<file path="config.mk">
export PLATFORM = sky130hd
export DESIGN_NAME = mem_arbiter
export DESIGN_NICKNAME = d
export VERILOG_FILES = /design/src/rtl/mem_arbiter.sv
export SDC_FILE = /design/constraint.sdc
export NUM_CORES = 1
export LEC_CHECK = 0
export ABC_AREA = 1
export CAP_MARGIN = 25
export CORE_AREA = 2 2 116 118
export DETAILED_ROUTE_END_ITERATION = 10
export DIE_AREA = 0 0 118 120
export DONT_BUFFER_PORTS = 1
export SLEW_MARGIN = 20
export SYNTH_ARGS = -nofsm -noshare
export SYNTH_HDL_FRONTEND = slang
export SYNTH_SLANG_ARGS = --single-unit
</file>
<file path="constraint.sdc">
create_clock -name clk -period 1.55 [get_ports clk]
set_input_delay 0.155 -clock clk [delete_from_list [all_inputs] [get_ports clk]]
set_output_delay 0.155 -clock clk [all_outputs]
set_load 0.05 [all_outputs]
</file>
<file path="src/rtl/mem_arbiter.sv">
// Two-requester memory arbiter: round-robin with a lock override.
// Each access runs IDLE -> BUSY -> DONE, so at most one access completes every three cycles.
module mem_arbiter (
    input  logic        clk,
    input  logic        resetn,
    input  logic        req_0,
    input  logic        we_0,
    input  logic        lock_0,
    input  logic [31:0] addr_0,
    input  logic [31:0] wdata_0,
    input  logic        req_1,
    input  logic        we_1,
    input  logic        lock_1,
    input  logic [31:0] addr_1,
    input  logic [31:0] wdata_1,
    output logic        gnt_0,
    output logic        done_0,
    output logic [31:0] rdata_0,
    output logic        gnt_1,
    output logic        done_1,
    output logic [31:0] rdata_1,
    output logic [31:0] mem_address,
    output logic [31:0] mem_data_out,
    output logic        mem_we,
    input  logic [31:0] mem_data_in
);

    typedef enum logic [1:0] {StIdle = 2'd0, StBusy = 2'd1, StDone = 2'd2} state_e;

    state_e      state_q, state_d;
    logic        ptr_q, ptr_d;
    logic        lock_valid_q, lock_valid_d;
    logic        lock_owner_q, lock_owner_d;
    logic        winner_q, winner_d;
    logic [31:0] mem_address_q, mem_address_d;
    logic [31:0] mem_data_out_q, mem_data_out_d;
    logic        mem_we_q, mem_we_d;
    logic [31:0] rdata0_q, rdata0_d;
    logic [31:0] rdata1_q, rdata1_d;

    logic [1:0]  req;
    logic [1:0]  lock;
    logic [1:0]  eligible;
    logic        lock_held;
    logic        winner;
    logic        accept;

    // A lock only counts while its owner still drives lock high; dropping it frees the arbiter
    // in the same cycle.
    always_comb begin
        req       = {req_1, req_0};
        lock      = {lock_1, lock_0};
        lock_held = lock_valid_q & lock[lock_owner_q];
        eligible  = req;
        if (lock_held) begin
            eligible = lock_owner_q ? (req & 2'b10) : (req & 2'b01);
        end
        winner = (eligible == 2'b11) ? ~ptr_q : eligible[1];
        accept = (state_q == StIdle) && (eligible != 2'b00);
    end

    always_comb begin
        state_d        = state_q;
        ptr_d          = ptr_q;
        lock_valid_d   = lock_valid_q;
        lock_owner_d   = lock_owner_q;
        winner_d       = winner_q;
        mem_address_d  = mem_address_q;
        mem_data_out_d = mem_data_out_q;
        mem_we_d       = mem_we_q;
        rdata0_d       = rdata0_q;
        rdata1_d       = rdata1_q;
        case (state_q)
            StIdle: begin
                lock_valid_d = lock_held;
                if (accept) begin
                    state_d        = StBusy;
                    winner_d       = winner;
                    ptr_d          = winner;
                    lock_valid_d   = lock[winner];
                    lock_owner_d   = winner;
                    mem_address_d  = winner ? addr_1 : addr_0;
                    mem_data_out_d = winner ? wdata_1 : wdata_0;
                    mem_we_d       = winner ? we_1 : we_0;
                end
            end
            StBusy: begin
                state_d  = StDone;
                mem_we_d = 1'b0;
                if (!mem_we_q) begin
                    if (winner_q) rdata1_d = mem_data_in;
                    else          rdata0_d = mem_data_in;
                end
            end
            StDone: begin
                state_d = StIdle;
                if (lock_valid_q && !lock[lock_owner_q]) begin
                    lock_valid_d = 1'b0;
                end
            end
            default: state_d = StIdle;
        endcase
    end

    always_ff @(posedge clk) begin
        if (!resetn) begin
            state_q        <= StIdle;
            ptr_q          <= 1'b1;
            lock_valid_q   <= 1'b0;
            lock_owner_q   <= 1'b0;
            winner_q       <= 1'b0;
            mem_address_q  <= '0;
            mem_data_out_q <= '0;
            mem_we_q       <= 1'b0;
            rdata0_q       <= '0;
            rdata1_q       <= '0;
        end else begin
            state_q        <= state_d;
            ptr_q          <= ptr_d;
            lock_valid_q   <= lock_valid_d;
            lock_owner_q   <= lock_owner_d;
            winner_q       <= winner_d;
            mem_address_q  <= mem_address_d;
            mem_data_out_q <= mem_data_out_d;
            mem_we_q       <= mem_we_d;
            rdata0_q       <= rdata0_d;
            rdata1_q       <= rdata1_d;
        end
    end

    // Handshakes are masked during reset so an aborted access never signals grant or completion.
    assign gnt_0  = resetn & accept & ~winner;
    assign gnt_1  = resetn & accept & winner;
    assign done_0 = resetn & (state_q == StDone) & ~winner_q;
    assign done_1 = resetn & (state_q == StDone) & winner_q;

    assign rdata_0      = rdata0_q;
    assign rdata_1      = rdata1_q;
    assign mem_address  = mem_address_q;
    assign mem_data_out = mem_data_out_q;
    assign mem_we       = mem_we_q;

endmodule
</file>
Word level (Yosys, flattened, before mapping)
Cells that the tools add are included.
Storage, ports and cells
  flip-flop bits (word level): 134
  latch bits: 0
  memory bits (writable): 0
  bits in read-only memories: 0
  output and inout bits: 133
  word-level logic and storage cells: 56
  memories kept: 0
Cells by class
  add/subtract/negate cells: 0
  multiply operators: 0
  div/mod/pow operators: 0
  order comparisons: 2
  equality and inequality tests: 5
  shift operators: 0
  mux-type cells: 17
  bitwise gates (word level): 11
  reduce and logical (&&, ||, !) cells: 12
Operators with widths (number)
  32-bit two-way mux: 2
  1-bit two-way mux: 9
  1-bit AND: 7
  2-bit two-way mux: 3
  2-bit AND reduction: 3
  3-bit AND reduction: 2
  2-bit nonzero test: 3
  2-bit equality test, second input constant: 2
  1-bit by 2-bit < comparator with 1-bit output, second input constant: 2
  2-bit != test, second input constant: 2
  1-bit inverter: 4
  1-bit case mux with 2 select lines: 2
  2-bit case mux with 2 select lines: 1
  2-bit by 1-bit equality test with 1-bit output, second input constant: 1
  1-bit logical AND: 2
  2-bit logical NOT: 1
  1-bit logical NOT: 1

Logic depth before layout (Yosys ltp)
  word-level depth: 10
  gate-level depth with buffers: 10
  depth with buffers taken out: 9

Least setup slack after synthesis
OpenSTA, ideal clock, no wires.
  path type: input to output
  from: input resetn
  to: output done_0
  arrival: 1412 ps
  slack: -17 ps
  stages: 4
  buffers on the path: 2
  cells stage by stage: clkbuf_1 clkbuf_1 nand3_1 nor2_1
Between the ends
  longest elaborated chain between the ends: 2
Ends and longest elaborated chain
  from (decl): line 5  | input logic resetn,
  1-bit AND (2 in a row): line 134  | assign done_0 = resetn & (state_q == StDone) & ~winner_q;
  to (decl): line 17  | output logic done_0,
No other way between the ends.

==> metrics.md <==
| Metric | Value |
|---|---|
| Syn. warnings | `0` |
| CP dominant cell by count | `nor2_1` |
| Placed inst area | `~0.0071 mm²` |
| Syn_area_per_cell | `6.66 µm²` |
| Clock slew at reported path FFs | `0.06 ns` |
| Reg area | `~0.0027 mm²` |
| Slew @ Worst Pin | `approximately 0.38 ns` |
| Final min period | `about 1.7 ns` |
| Remaining antenna violation count after routing | `0` |
| Slew Limit Headroom | `between 70% and 80%` |
| Hold path depth | `2` |
| DR WL met2 | `9.75 mm` |
| FF-to-FF Start | `winner_q$_SDFFE_PN0P_` |
| Synth Instances | `887` |
| Hold Vio Cnt, Final | `between 100 and 150` |
| Worst EP arrival | `2.03 ns` |
| Seq/Total Area, Yosys | `45.4%` |
| Status | `finished, violations left` |
| DR vias | `approximately 6400` |
| Primary FF master, synth | `dfxtp_1` |
| Max-Cap Viols | `0` |
| Final WS setup | `-0.172 ns` |
| Pwr dens | `around 1300 mW/mm²` |
| Drt initial violations | `roughly 430` |
| Yosys top cell by area | `dfxtp_1` |
| Clock sink total | `approximately 130` |
| PortBufs | `0` |
| Multi-input logic area | `around 0.0026 mm²` |
| Grt ovf | `0` |
| Post-synth top cells | `nor2_1 (260), o21ai_0 (142), inv_1 (140)` |
| RSZ-0062 raised after global routing | `yes` |
| Cell Chain, Critical Path | `inv_4 -> nand3_4 -> nand2_4 -> buf_4 -> buf_6 -> a21oi_4 -> buf_12 -> clkbuf_16 -> o21ai_2 -> nor2_1 -> nor2_1` |
| HPWL Detailed | `12.4 mm` |
| Clock Root Buffer | `clkbuf_16` |
| Post-synthesis cell type count | `22` |
| Die Area | `0.0142 mm²` |
| Final setup viols | `roughly 50` |
| Delay-heaviest family, CP | `buffers and inverters` |
| Synth top area cells | `dfxtp_1 (45%), nor2_1 (17%), o21ai_0 (12%)` |
| Vias in the first global route | `5999` |
| Final design utilization | `~67%` |
| Buffer depth of the longest clock path | `2` |
| Final period util | `111%` |
| M1 WL | `7.86 mm` |
| Crit path max fanout | `19` |
| Most common cell in the netlist | `nor2_1` |
| Top cell type's share of synthesized area | `45.4%` |
| First-pass GRT wire length | `roughly 29 mm` |
| Crit path buf inv count | `5` |
| Htree depth | `4` |
| Violated checks | `hold timing, setup timing` |
| Worst Setup End Kind | `flip-flop` |
| EDFF count, synth | `0` |
| CTS Buf Count | `17` |
| Leakage | `about 4.4 nW` |
| Crit-path slowest cell | `dfxtp_4` |
| Metal3 WL | `about 1.7 mm` |
| Final Cell Area | `0.00864 mm²` |
| Antenna violations before repair | `0` |
| Worst VDD drop | `0.000753 V` |
| Final TNS setup | `-5.23 ns` |
| Post-Syn Area | `0.00591 mm²` |
| DR vias/cell | `between 5 and 6` |
| Fillers | `roughly 1100` |
| Share of layout cells above drive strength 1 | `23.0%` |
| FF-to-FF End | `mem_address[23]$_SDFFE_PN0P_` |
| CP max stage delay | `0.38 ns` |
| Pre-CTS setup slack | `-0.0291 ns` |
| Layout area overhead | `46.3%` |
| Hold path endpoint | `rdata_1[5]$_SDFFE_PN0P_` |
| Syn nets | `around 1100` |
| Setup slack, reg-to-reg | `-0.17 ns` |
| Routed WL | `20.0 mm` |
| # nets final | `1241` |
| DRT Pass-1 Iters | `5` |
| Total power | `11.3 mW` |
| TritonCTS clock tree | `built` |
| Die Ht | `120 µm` |
| Core Footprint | `0.0130 mm²` |
| Ant diodes | `0` |
| RePlAce Congestion | `0.875` |
| Initial Util | `~46%` |
| Crit start category | `flip-flop` |
| Worst EP required | `about 1.9 ns` |
| Kind of critical path | `reg2reg` |
| Worst-Skew Late Latency | `approximately 0.42 ns` |
| Hold_ws | `-0.117 ns` |
| Largest net degree at the start of global routing | `109` |
| Max Transition Viols Final | `0` |
| Hold_sp | `mem_data_in[5]` |
| Reg2reg path depth | `11` |
| Row count | `42` |
| Wirelength per Cell | `15.8 µm` |
| DRC | `0` |
| Die span in x | `around 120 µm` |
| Post-synthesis register bit count | `134` |
| Maximum clock rate | `581 MHz` |
| Total track usage | `25.8%` |
| FFs w/ async S/R, synth | `0%` |
| Worst Skew | `~0.011 ns` |
| Min-Delay Path Class | `in2reg` |
| Num ports | `301` |
| Top Layer Used | `met4` |
-- layer usage --
layer  vias to the layer above  global-route usage, %
li1                       3093                      -
met1                      2914                   28.6
met2                       334                   44.3
met3                        54                   8.94
met4                         0                   12.2
met5                         -                      0
-- layout by cell type, fill, tap and decap left out, drive strengths merged --
cell type	Yosys	routed
inv	143	141
nand3	57	57
dfxtp	134	134
a21oi	26	26
bufinv	0	2
nand2	64	64
o21ai	146	146
clkinv	1	6
buf	20	167
clkinvlp	0	6
clkbuf	34	25
dlygate4sd3	0	50
nor2	260	260
nor3	2	2
-- flip-flops by register name, summed over array words and instances (netlist names) --
| register | count |
|---|---|
| mem_address | 32 |
| mem_data_out | 32 |
| rdata_0 | 32 |
| rdata_1 | 32 |
| state_q | 2 |
| lock_valid_q | 1 |
| mem_we | 1 |
| ptr_q | 1 |
| winner_q | 1 |
-- area by class of cell --
type                    count  share of cell area [%]
multi-input cells         555                    29.9
clock buffers              21                    5.44
clock inverters            11                    1.45
well taps                 176                    2.55
repair buffers            221                    23.1
inverters                 144                    6.41
flip-flops and latches    134                    31.1
-- worst max path at each step --
stage,start,end,cells after the start
finish,winner_q$_SDFFE_PN0P_,mem_address[23]$_SDFFE_PN0P_,11
global placement,lock_valid_q$_SDFFE_PN0P_,gnt_0,8
CTS,lock_valid_q$_SDFFE_PN0P_,gnt_0,8
detailed placement,lock_valid_q$_SDFFE_PN0P_,winner_q$_SDFFE_PN0P_,7
global route,winner_q$_SDFFE_PN0P_,mem_address[19]$_SDFFE_PN0P_,11
floorplan,resetn,done_0,4
-- cell families (layout without fill, tap and decap cells) --
group	count (synthesis)	in the layout	share of synthesized area, %
and+or+nand+nor	383	383	26.0
buffers and inverters	198	397	13.8
AOI/OAI and AO/OA	172	172	14.8
DFF	134	134	45.4
-- power by group --
| part | total, mW | leakage [nW] | switching (mW) | internal [mW] |
|---|---|---|---|---|
| registers | 3.91 | 1.10 | 0.135 | 3.78 |
| logic | 3.35 | 2.99 | 2.26 | 1.09 |
| clock network | 4.00 | 0.277 | 1.51 | 2.49 |
-- through the flow --
step | hold WS [ns] | cells
floorplan | 0.290 | 887
global placement | 0.293 | 1159
detailed placement | 0.298 | 1159
CTS | -0.148 | 1238
global route | -0.141 | 1262
finish | -0.117 | 1262
-- what timing repair did --
| item | CTS | global route |
|---|---|---|
| resized for setup | 20 | 78 |
| cloned | 0 | 8 |
| endpoints found under the hold margin | 128 | 105 |
| hold buffers | 41 | 9 |
| endpoints found under the setup margin | 4 | 65 |
| pin swaps | 3 | 25 |
| setup buffers | 6 | 7 |
Power figures use the tool's default switching activity.
